<file path="src/rtl/serial_addsub_if.sv">
// Handshake and operand/result bundle for the bit-serial adder/subtractor.
// master: requester (drives start and operands); slave: the serial_addsub core.
interface serial_addsub_if #(
  parameter int unsigned WIDTH = 8
);
  logic             start;
  logic [WIDTH-1:0] a;
  logic [WIDTH-1:0] b;
  logic             cin;
  logic             sub;
  logic             busy;
  logic             done;
  logic [WIDTH-1:0] s;
  logic             cout;
  logic             ovf;

  modport master (
    output start, a, b, cin, sub,
    input  busy, done, s, cout, ovf
  );

  modport slave (
    input  start, a, b, cin, sub,
    output busy, done, s, cout, ovf
  );
endinterface

</file>
<file path="src/rtl/serial_addsub.sv">
// Bit-serial WIDTH-bit adder/subtractor, LSB first, one bit per clock.
// Subtraction is a + ~b + (1 - cin): b is inverted and the carry seeded with
// cin ^ sub when the operation is accepted.
// Optional: define SERIAL_ADDSUB_SAT_EN to saturate s on signed overflow.
module serial_addsub #(
  parameter int unsigned WIDTH = 8
) (
  input logic           clk,
  input logic           rst,
  serial_addsub_if.slave bus
);

  localparam int unsigned CntW = $clog2(WIDTH);
  localparam logic [CntW-1:0] CntLast = CntW'(WIDTH - 1);

  typedef enum logic [1:0] {StIdle, StRun, StDone} state_e;

  state_e           state_q;
  logic [WIDTH-1:0] a_q;      // operand A, shifted right one bit per cycle
  logic [WIDTH-1:0] b_q;      // b ^ {WIDTH{sub}}, shifted likewise
  logic             carry_q;
  logic [CntW-1:0]  cnt_q;
  logic [WIDTH-1:0] s_q;
  logic             cout_q;
  logic             ovf_q;
  logic             busy_q;
  logic             done_q;

  logic             sum_bit;
  logic             carry_d;
  logic             ovf_d;
  logic [WIDTH-1:0] s_d;
  logic             accept;

  assign accept = bus.start && (state_q != StRun);

  // One-bit full-add cell on the current LSBs plus the held carry.
  always_comb begin
    sum_bit = a_q[0] ^ b_q[0] ^ carry_q;
    carry_d = (a_q[0] & b_q[0]) | (carry_q & (a_q[0] ^ b_q[0]));
    // On the last bit carry_q is the carry into the MSB.
    ovf_d   = carry_q ^ carry_d;
    s_d     = {sum_bit, s_q[WIDTH-1:1]};
`ifdef SERIAL_ADDSUB_SAT_EN
    // a_q[0] holds the original A sign bit on the last bit.
    if ((cnt_q == CntLast) && ovf_d) begin
      s_d = a_q[0] ? {1'b1, {(WIDTH-1){1'b0}}} : {1'b0, {(WIDTH-1){1'b1}}};
    end
`endif
  end

  // Control FSM with datapath and registered outputs.
  always_ff @(posedge clk or posedge rst) begin
    if (rst) begin
      state_q <= StIdle;
      a_q     <= '0;
      b_q     <= '0;
      carry_q <= 1'b0;
      cnt_q   <= '0;
      s_q     <= '0;
      cout_q  <= 1'b0;
      ovf_q   <= 1'b0;
      busy_q  <= 1'b0;
      done_q  <= 1'b0;
    end else begin
      unique case (state_q)
        StIdle, StDone: begin
          done_q <= 1'b0;
          if (accept) begin
            a_q     <= bus.a;
            b_q     <= bus.b ^ {WIDTH{bus.sub}};
            carry_q <= bus.cin ^ bus.sub;
            cnt_q   <= '0;
            busy_q  <= 1'b1;
            state_q <= StRun;
          end else begin
            state_q <= StIdle;
          end
        end
        StRun: begin
          s_q     <= s_d;
          carry_q <= carry_d;
          a_q     <= {1'b0, a_q[WIDTH-1:1]};
          b_q     <= {1'b0, b_q[WIDTH-1:1]};
          if (cnt_q == CntLast) begin
            cout_q  <= carry_d;
            ovf_q   <= ovf_d;
            busy_q  <= 1'b0;
            done_q  <= 1'b1;
            state_q <= StDone;
          end else begin
            cnt_q <= cnt_q + CntW'(1);
          end
        end
        default: begin
          state_q <= StIdle;
          busy_q  <= 1'b0;
          done_q  <= 1'b0;
        end
      endcase
    end
  end

  assign bus.busy = busy_q;
  assign bus.done = done_q;
  assign bus.s    = s_q;
  assign bus.cout = cout_q;
  assign bus.ovf  = ovf_q;

endmodule

</file>
<file path="src/flat_wrapper.sv">
// flat-port wrapper written by rule: the top's interface ports become plain ports
module serial_addsub_flat 
#(
  parameter int unsigned WIDTH = 8
)
  (clk, rst, bus_start, bus_a, bus_b, bus_cin, bus_sub, bus_busy, bus_done, bus_s, bus_cout, bus_ovf);
  serial_addsub_if #(.WIDTH(WIDTH)) bus_i ();
  input logic clk;
  input logic rst;
  input wire logic [$bits(bus_i.start)-1:0] bus_start;
  input wire logic [$bits(bus_i.a)-1:0] bus_a;
  input wire logic [$bits(bus_i.b)-1:0] bus_b;
  input wire logic [$bits(bus_i.cin)-1:0] bus_cin;
  input wire logic [$bits(bus_i.sub)-1:0] bus_sub;
  output wire logic [$bits(bus_i.busy)-1:0] bus_busy;
  output wire logic [$bits(bus_i.done)-1:0] bus_done;
  output wire logic [$bits(bus_i.s)-1:0] bus_s;
  output wire logic [$bits(bus_i.cout)-1:0] bus_cout;
  output wire logic [$bits(bus_i.ovf)-1:0] bus_ovf;
  assign bus_i.start = bus_start;
  assign bus_i.a = bus_a;
  assign bus_i.b = bus_b;
  assign bus_i.cin = bus_cin;
  assign bus_i.sub = bus_sub;
  assign bus_busy = bus_i.busy;
  assign bus_done = bus_i.done;
  assign bus_s = bus_i.s;
  assign bus_cout = bus_i.cout;
  assign bus_ovf = bus_i.ovf;
  serial_addsub #(.WIDTH(WIDTH)) u_core (.clk(clk), .rst(rst), .bus(bus_i));
endmodule
</file>
<file path="config.mk">
export PLATFORM = sky130hd
export DESIGN_NAME = serial_addsub_flat
export DESIGN_NICKNAME = d
export VERILOG_FILES = /design/src/rtl/serial_addsub_if.sv /design/src/rtl/serial_addsub.sv /design/src/flat_wrapper.sv
export SDC_FILE = /design/constraint.sdc
export NUM_CORES = 1
export LEC_CHECK = 0
export CELL_PAD_IN_SITES_DETAIL_PLACEMENT = 1
export CELL_PAD_IN_SITES_GLOBAL_PLACEMENT = 1
export CORE_AREA = 2 2 69 71
export CTS_BUF_LIST = sky130_fd_sc_hd__clkbuf_2 sky130_fd_sc_hd__clkbuf_4 sky130_fd_sc_hd__clkbuf_8
export DETAILED_ROUTE_END_ITERATION = 8
export DIE_AREA = 0 0 71 73
export GPL_TIMING_DRIVEN = 0
export PLACE_DENSITY = 0.78
export SLEW_MARGIN = 10
export SYNTH_ARGS = -nofsm -noshare
export SYNTH_HDL_FRONTEND = slang
export SYNTH_SLANG_ARGS = --single-unit
</file>
<file path="constraint.sdc">
create_clock -name clk -period 4.48 [get_ports clk]
set_input_delay 0.896 -clock clk [delete_from_list [all_inputs] [get_ports clk]]
set_output_delay 0.896 -clock clk [all_outputs]
set_load 0.1 [all_outputs]
</file>
# ---- Word level (Yosys, flattened, before mapping)
# Cells that the tools add are included.
# W data, S select, Z words.
dict set report word_totals {
  ff_bits 34
  latch_bits 0
  ram_bits 0
  romBits 0
  inputBits 21
  out_inout_bits 12
  elab_cells 51
  mem_count 0
}
dict set report classes {
  addsub 1
  n_mul 0
  n_div 0
  n_lt_le_gt_ge 0
  n_eq_ne 7
  shifts 0
  n_mux 17
  bitwise_logic 8
  reduce_logical 8
}
# cell n
set ops {}
lappend ops {{$pmux W8 S2} 2}
lappend ops {{$mux W8} 2}
lappend ops {{$xor A8 B8 Y8} 1}
lappend ops {{$mux W1} 6}
lappend ops {{$mux W3} 2}
lappend ops {{$ne A2 B1 Y1 const B} 3}
lappend ops {{$pmux W3 S2} 1}
lappend ops {{$reduce_and A2 Y1} 3}
lappend ops {{$pmux W1 S2} 2}
lappend ops {{$pmux W2 S2} 1}
lappend ops {{$xor A1 B1 Y1} 4}
lappend ops {{$add A3 B1 Y3 const B} 1}
lappend ops {{$eq A3 B3 Y1 const B} 1}
lappend ops {{$reduce_and A3 Y1} 1}
lappend ops {{$and A1 B1 Y1} 2}
lappend ops {{$eq A2 B1 Y1 const B} 1}
lappend ops {{$eq A2 B2 Y1 const B} 1}
lappend ops {{$logic_not A2 Y1} 1}
lappend ops {{$mux W2} 1}
lappend ops {{$ne A2 B2 Y1 const B} 1}
lappend ops {{$reduce_bool A2 Y1} 1}
lappend ops {{$reduce_or A2 Y1} 1}
lappend ops {{$logic_and A1 B1 Y1} 1}
lappend ops {{$or A1 B1 Y1} 1}

# ---- Logic depth before layout (Yosys ltp)
# Gate-level depths: netlist of run 1.
dict set report logic_depth {
  depth_word 4
  ltp_mapped 6
}

# ---- Worst setup path after synthesis of run 1
# OpenSTA, ideal clock, no wires.
dict set report synth_timing {
  path_kind {flip-flop to output port}
  start {register u_core.state_q[1] (netlist name)}
  end {output bus_done}
  t_arrival_ns 0.935
  slack_ns 2.649
  stages_incl_launch_ff 1
  n_path_buf 0
  cell_sequence {dfrtp_1}
}
# element line_no
set synth_rtl {}
lappend synth_rtl {{to (decl)} flat_wrapper.sv:16} ;# output wire logic [$bits(bus_i.done)-1:0] bus_done;

==> reports/qor.log, run 1 <==
[status] result of the run completed
[critical_path] Data arrival, critical path 1.88 ns
[cells_and_area] number of cells in the finished layout apart from fillers 210
[clock_network] clock tree from TritonCTS done
[synth] synthesized area per cell 12.67 um^2
[clock_network] Resize count post-CTS 0
[critical_path] WP data required 3.58 ns
[synth] top-area cell type share of the netlist area 55.70%
[timing] transition at the pin with the smallest max-transition slack 0.9914 ns
[timing] final max-slew violation count 0
[global_route] global-route wire length before repair 5451 um
[synth] Net Count, Synth 141
[cells_and_area] diode insertion count for antenna repair 0
[cells_and_area] fin nets 179
[synth] library cells used by synthesis 25
[placed_design] gp weighted congestion 0.7702
[timing] crit path setup slack, layout 1.707 ns
[job] max-capacitance violation count 0
[critical_path] Setup Crit Path Kind flip-flop to output pin
[synth] area of the mapped netlist 0.001483 mm^2
[die] Die Outline Area 0.005183 mm^2
[synth] most numerous cell types in the synthesized netlist 33 x sky130_fd_sc_hd__dfrtp_1, 10 x sky130_fd_sc_hd__nor2_1, 9 x sky130_fd_sc_hd__a22o_1, 9 x sky130_fd_sc_hd__mux2_2, 9 x sky130_fd_sc_hd__xnor2_1
[critical_path] largest stage delay on the critical path 1.16 ns
[clock_network] insertion delay of the later-clocked pin in the worst-skew pair 0.28 ns
[critical_path] cell with the biggest individual delay on the critical path sky130_fd_sc_hd__clkdlybuf4s50_1
[synth] dominant synthesized flop cell sky130_fd_sc_hd__dfrtp_1
[critical_path] buffers and inverters on the worst path 1
[timing] final setup violation count 0
[clock_network] Worst-path clk slew 0.06 ns
[timing] Achievable Freq 0.3606 GHz
[die] core area 0.004536 mm^2
[die] Die Wd 71 um
[timing] aggregate negative setup slack 0 ns
[synth] number of flops mapped to enable cells by yosys 0
[synth] sequential share of the synthesized area 55.70%
[global_route] Global Route met3 Usage 4.696%
[timing] Worst slew margin 33.70%
[synth] fraction of registers with async set or reset after synthesis 100.0%
[critical_path] crit path cell chain clkdlybuf4s50_1
[clock_network] hold bufs inserted after CTS 0
[drt] wirelength, routed 3194 um
[drt] initial drt markers 40
[die] initial cell density of the core 32.69%
[die] standard-cell rows 25
[global_route] via count of the first global-routing pass 1,128
[cells_and_area] ratio of cells with drive above 1 in the final layout 17.31%
[critical_path] type of element launching the critical path flip-flop
[clock_network] setup fix buffers added after clock tree synthesis 0
[clock_network] clock tree buffer depth 2
[clock_network] clock tree root buffer cell sky130_fd_sc_hd__clkbuf_8
[timing] Hold Fails Final Rpt 0
[synth] number of register bits inferred by synthesis 33
[timing] period utilization 61.90%
[clock_network] TritonCTS buffer count 5
[synth] gate count after technology mapping 117
[min_path] kind of path behind the tightest hold check flip-flop to flip-flop
[drt] TritonRoute pass-1 iters 4
[drt] number of antenna-violating nets in the routed design 0
[timing] worst clock skew on the final layout 0.007113 ns
[die] Die Y-Extent 73 um
[clock_network] # H-tree levels 2
[critical_path] Worst path top cell family by delay buffers and inverters
[global_route] M2 GR Usage 22.33%
[synth] Synth area leader sky130_fd_sc_hd__dfrtp_1
[drt] detailed-route vias per instance 4.852
[synth] count of yosys warnings during synthesis 0
[cells_and_area] utilization of the core after routing 43.67%
[critical_path] critical path fanouts, max 4
[drt] post-detailed-route wirelength per cell 15.21 um
[die] num ports 33
[global_route] largest net degree at the start of global routing 34
[timing] RSZ-0062 raised after global routing no
[drt] number of design rule violations left after detail routing 0
[global_route] global routing's busiest layer met2
[global_route] total track usage 13.98%
[global_route] global route overflow 0
[clock_network] clk sink count 33
[global_route] number of antenna violations at the first check in global routing 0
[synth] biggest area contributors in the synthesized netlist sky130_fd_sc_hd__dfrtp_1 56%, sky130_fd_sc_hd__mux2_2 6.8%, sky130_fd_sc_hd__a221o_1 5.4%
[placed_design] quantity of I/O buffers inserted on ports 31
[synth] most frequently used cell type in the post-synthesis netlist sky130_fd_sc_hd__dfrtp_1
[cells_and_area] post-synthesis to final-layout area growth 33.59%
[placed_design] DP HPWL 2352 um
[placed_design] Cells after DPL 202
[drt] Via Count 1,019
[global_route] met1 track utilization from global routing 16.97%
[timing] Tmin final 2.773 ns
[critical_path] critical path endpoint category output pin
[placed_design] placement-stage worst setup slack 2.017 ns
[through the flow]
step / hold slack (ns) / cell area [um^2]
CTS: 0.4860 / 1981
detailed placement: 0.4709 / 1861
global route: 0.5104 / 1981
global placement: 0.4599 / 1861
floorplan: 0.4496 / 1483
finish: 0.4858 / 1981
[layout make-up]
| cell class | count | area (um^2) |
|---|---|---|
| Clock inverter | 1 | 30.03 |
| Inverter | 3 | 11.26 |
| Timing Repair Buffer | 31 | 310.3 |
| Sequential cell | 33 | 825.8 |
| Clock buffer | 7 | 90.09 |
| Fill cell | 482 | 2555 |
| Tap cell | 54 | 67.56 |
| Multi-Input combinational cell | 73 | 583.1 |
| Buffer | 8 | 62.56 |
[metal layers]
layer | share of wire [%] | vias to the layer above
met5 | 0 | -
met4 | 1.8 | 0
met3 | 5.5 | 4
met2 | 48 | 28
met1 | 44 | 497
li1 | - | 490
[cells by family (layout without fill, tap and decap cells)]
family / count (synthesis) / count (layout) / synth area share [%]
fa+ha+maj: 3 / 3 / 3.038
flops: 33 / 33 / 55.70
buf+inv: 11 / 50 / 4.978
xor+xnor: 10 / 10 / 5.908
mux: 9 / 9 / 6.836
simple gates: 21 / 21 / 7.259
compound gates: 30 / 30 / 16.29
[final timing paths]
| path | startpoint | end | slack (ns) | depth (start not counted) |
|---|---|---|---|---|
| worst min-delay path | u_core.a_q[6] | u_core.a_q[6] | 0.49 | 1 |
| min in group asynchronous | rst | u_core.bus.s[4] | 1.05 | 2 |
| max in group asynchronous | rst | u_core.bus.cout | 2.98 | 2 |
| worst max-delay path | u_core.state_q[1] | bus_done | 1.71 | 1 |
| worst max register to register | u_core.cnt_q[0] | u_core.cnt_q[0] | 2.78 | 6 |
| worst min register to register | u_core.a_q[6] | u_core.a_q[6] | 0.49 | 1 |
[cells in the final DEF, fill, tap and decap left out, types with 2 or more instances in the layout]
master / Yosys / routed
sky130_fd_sc_hd__clkbuf_8: 0 / 6
sky130_fd_sc_hd__xnor2_1: 9 / 9
sky130_fd_sc_hd__buf_2: 2 / 2
sky130_fd_sc_hd__buf_4: 2 / 2
sky130_fd_sc_hd__nor2_1: 10 / 10
sky130_fd_sc_hd__mux2_2: 9 / 9
sky130_fd_sc_hd__o21ai_0: 4 / 4
sky130_fd_sc_hd__dfrtp_1: 33 / 33
sky130_fd_sc_hd__nand3_1: 3 / 3
sky130_fd_sc_hd__ha_1: 2 / 2
sky130_fd_sc_hd__buf_6: 3 / 3
sky130_fd_sc_hd__clkdlybuf4s50_1: 0 / 31
sky130_fd_sc_hd__a21oi_1: 2 / 2
sky130_fd_sc_hd__a221o_1: 8 / 8
sky130_fd_sc_hd__inv_1: 3 / 2
sky130_fd_sc_hd__nand2_1: 2 / 2
sky130_fd_sc_hd__a21o_1: 7 / 7
sky130_fd_sc_hd__a22o_1: 9 / 9
[sequential cells by signal, summed over array words and instances, names as in the netlist]
register         cells
u_core.b_q           8
u_core.bus.ovf       1
u_core.cnt_q         3
u_core.bus.cout      1
u_core.bus.s         8
u_core.carry_q       1
u_core.bus.busy      1
u_core.state_q       2
u_core.a_q           8
Power of run 1 is left out: the tool's default activity adds up to more than one toggle a clock period on the data nets, which glitch-free logic cannot reach.
==> run 2: changes to the inputs <==
--- a/config.mk
+++ b/config.mk
@@ -12,7 +12,7 @@
 export DETAILED_ROUTE_END_ITERATION = 8
 export DIE_AREA = 0 0 71 73
 export GPL_TIMING_DRIVEN = 0
-export PLACE_DENSITY = 0.78
+export PLACE_DENSITY = 0.81
 export SLEW_MARGIN = 10
 export SYNTH_ARGS = -nofsm -noshare
 export SYNTH_HDL_FRONTEND = slang
==> constraint.sdc (replaced) <==
create_clock -name clk -period 2.3 [get_ports clk]
set_input_delay 0.46 -clock clk [delete_from_list [all_inputs] [get_ports clk]]
set_output_delay 0.46 -clock clk [all_outputs]
set_load 0.1 [all_outputs]
==> run 2 against run 1 <==
Worst setup slack worse by 1.7 ns. Non-clock buffer count unchanged. Global-route usage fell by 1.0 points.
==> reports/qor.log, run 2 (synthesis gave the netlist of run 1 again) <==
[timing] RSZ-0062 raised after global routing no
[placed_design] quantity of I/O buffers inserted on ports 31
[critical_path] FF-to-FF Start u_core.cnt_q[0]
[cells_and_area] diode insertion count for antenna repair 0
[global_route] via count of the first global-routing pass 1,159
[placed_design] gp weighted congestion 0.7742
[die] Die Outline Area 0.005183 mm^2
[timing] aggregate negative setup slack 0 ns
[drt] initial drt markers 59
[cells_and_area] post-synthesis to final-layout area growth 34.18%
[timing] final max-slew violation count 0
[critical_path] critical path endpoint category output pin
[critical_path] Worst path top cell family by delay buffers and inverters
[die] num ports 33
[global_route] global route overflow 0
[critical_path] Setup Crit Path Kind flip-flop to output pin
[timing] final setup violation count 0
[global_route] largest net degree at the start of global routing 34
[critical_path] WP data required 1.84 ns
[die] Die Y-Extent 73 um
[placed_design] DP HPWL 2321 um
[drt] number of antenna-violating nets in the routed design 0
[die] core area 0.004536 mm^2
[drt] TritonRoute pass-1 iters 4
[clock_network] # H-tree levels 2
[status] result of the run completed
[cells_and_area] Layout fillers 476
[cells_and_area] fin nets 179
[min_path] number of cells on the worst hold path 1
[placed_design] Cells after DPL 202
[critical_path] cell with the biggest individual delay on the critical path sky130_fd_sc_hd__clkdlybuf4s50_1
[global_route] global-route wire length before repair 5257 um
[timing] worst clock skew on the final layout 0.002065 ns
[cells_and_area] ratio of cells with drive above 1 in the final layout 17.31%
[min_path] kind of path behind the tightest hold check flip-flop to flip-flop
[clock_network] insertion delay of the later-clocked pin in the worst-skew pair 0.28 ns
[drt] wirelength, routed 3180 um
[global_route] total track usage 12.95%
[drt] number of design rule violations left after detail routing 0
[critical_path] critical path fanouts, max 3
[critical_path] crit path cell chain clkdlybuf4s50_1
[job] max-capacitance violation count 0
[min_path] startpoint of the worst hold path u_core.a_q[1]
[clock_network] clock tree buffer depth 2
[clock_network] clock tree from TritonCTS done
[global_route] number of antenna violations at the first check in global routing 0
[timing] Hold Fails Final Rpt 0
[critical_path] number of cell instances on the worst register-to-register path 6
[critical_path] buffers and inverters on the worst path 1
[critical_path] Data arrival, critical path 1.80 ns
[cells_and_area] most frequent cells in the layout 33 x sky130_fd_sc_hd__dfrtp_1, 26 x sky130_fd_sc_hd__clkdlybuf4s50_1, 10 x sky130_fd_sc_hd__nor2_1
[cells_and_area] most common library cell in the layout ignoring fill and taps sky130_fd_sc_hd__dfrtp_1
[timing] period utilization 98.19%
[clock_network] clk sink count 33
[clock_network] TritonCTS buffer count 5
[cells_and_area] number of cells in the finished layout apart from fillers 210
[critical_path] largest stage delay on the critical path 1.14 ns
[die] Die Wd 71 um
[timing] transition at the pin with the smallest max-transition slack 0.9898 ns
[die] standard-cell rows 25
[critical_path] type of element launching the critical path flip-flop
[timing] Tmin final 2.258 ns
[drt] post-detailed-route wirelength per cell 15.14 um
[timing] Achievable Freq 0.4428 GHz
[clock_network] clock tree root buffer cell sky130_fd_sc_hd__clkbuf_8
[critical_path] Setup crit start u_core.bus.s[6]
[clock_network] Worst-path clk slew 0.06 ns
[drt] Via Count 1,033
[die] initial cell density of the core 32.69%
[timing] Worst slew margin 33.90%
[clock_network] setup fix buffers added after clock tree synthesis 0
[drt] detailed-route vias per instance 4.919
[critical_path] Critical Path Stages 1
[run 2: timing repair]
action,4_1_cts,5_1_grt
endpoints found under the setup margin,1,4
resized for setup,1,4
hold buffers,0,0
[run 2: layout make-up]
| type | count | area (um^2) | share of cell area, % |
|---|---|---|---|
| Multi-Input combinational cell | 73 | 583.1 | 29.31 |
| Buffer | 8 | 62.56 | 3.145 |
| Tap cell | 54 | 67.56 | 3.396 |
| Inverter | 3 | 11.26 | 0.5660 |
| Clock buffer | 7 | 90.09 | 4.528 |
| Clock inverter | 1 | 30.03 | 1.509 |
| Timing Repair Buffer | 31 | 319.1 | 16.04 |
| Sequential cell | 33 | 825.8 | 41.51 |
[run 2: per-layer routing]
| layer | share of wire [%] | GRT usage, % |
|---|---|---|
| met2 | 50 | 22.53 |
| met4 | 0.79 | 3.774 |
| met1 | 44 | 15.76 |
| met5 | 0 | 0 |
| met3 | 5.3 | 3.591 |
[run 2: final timing paths]
kind	slack [ns]	to
max	0.04	bus_s[6]
min reg2reg	0.48	u_core.a_q[1]
min	0.48	u_core.a_q[1]
min in group asynchronous	0.61	u_core.b_q[1]
max in group asynchronous	1.25	u_core.state_q[1]
max reg2reg	0.65	u_core.cnt_q[0]
[run 2: stage by stage]
stage                     utilization, %  setup slack (ns)  hold WS (ns)  cell area [um^2]
after floorplan                        -            0.5025        0.4496              1483
after global placement             41.02            0.2944        0.4595              1861
after detailed placement           41.02            0.2806        0.4725              1861
after CTS                          43.64          0.007332        0.4874              1979
after global routing               43.86         0.0001029        0.5080              1989
final                              43.86           0.04171        0.4823              1989
Power of run 2 is left out for the same reason.
==> run 3: changes to the inputs <==
--- a/config.mk
+++ b/config.mk
@@ -12,7 +12,7 @@
 export DETAILED_ROUTE_END_ITERATION = 8
 export DIE_AREA = 0 0 71 73
 export GPL_TIMING_DRIVEN = 0
-export PLACE_DENSITY = 0.81
+export PLACE_DENSITY = 0.78
 export SLEW_MARGIN = 10
 export SYNTH_ARGS = -nofsm -noshare
 export SYNTH_HDL_FRONTEND = slang
==> constraint.sdc (replaced) <==
create_clock -name clk -period 2.6 [get_ports clk]
set_input_delay 0.52 -clock clk [delete_from_list [all_inputs] [get_ports clk]]
set_output_delay 0.52 -clock clk [all_outputs]
set_load 0.1 [all_outputs]
==> results of run 3 <==
Same layout as run 1 (identical final DEF). Status: completed.
Among the figures that moved: setup slack after placement 2.017 ns -> 0.5131 ns; setup slack after layout 1.707 ns -> 0.2031 ns; register-to-register setup slack 2.78 ns -> 0.90 ns
Power of run 3 is left out for the same reason.
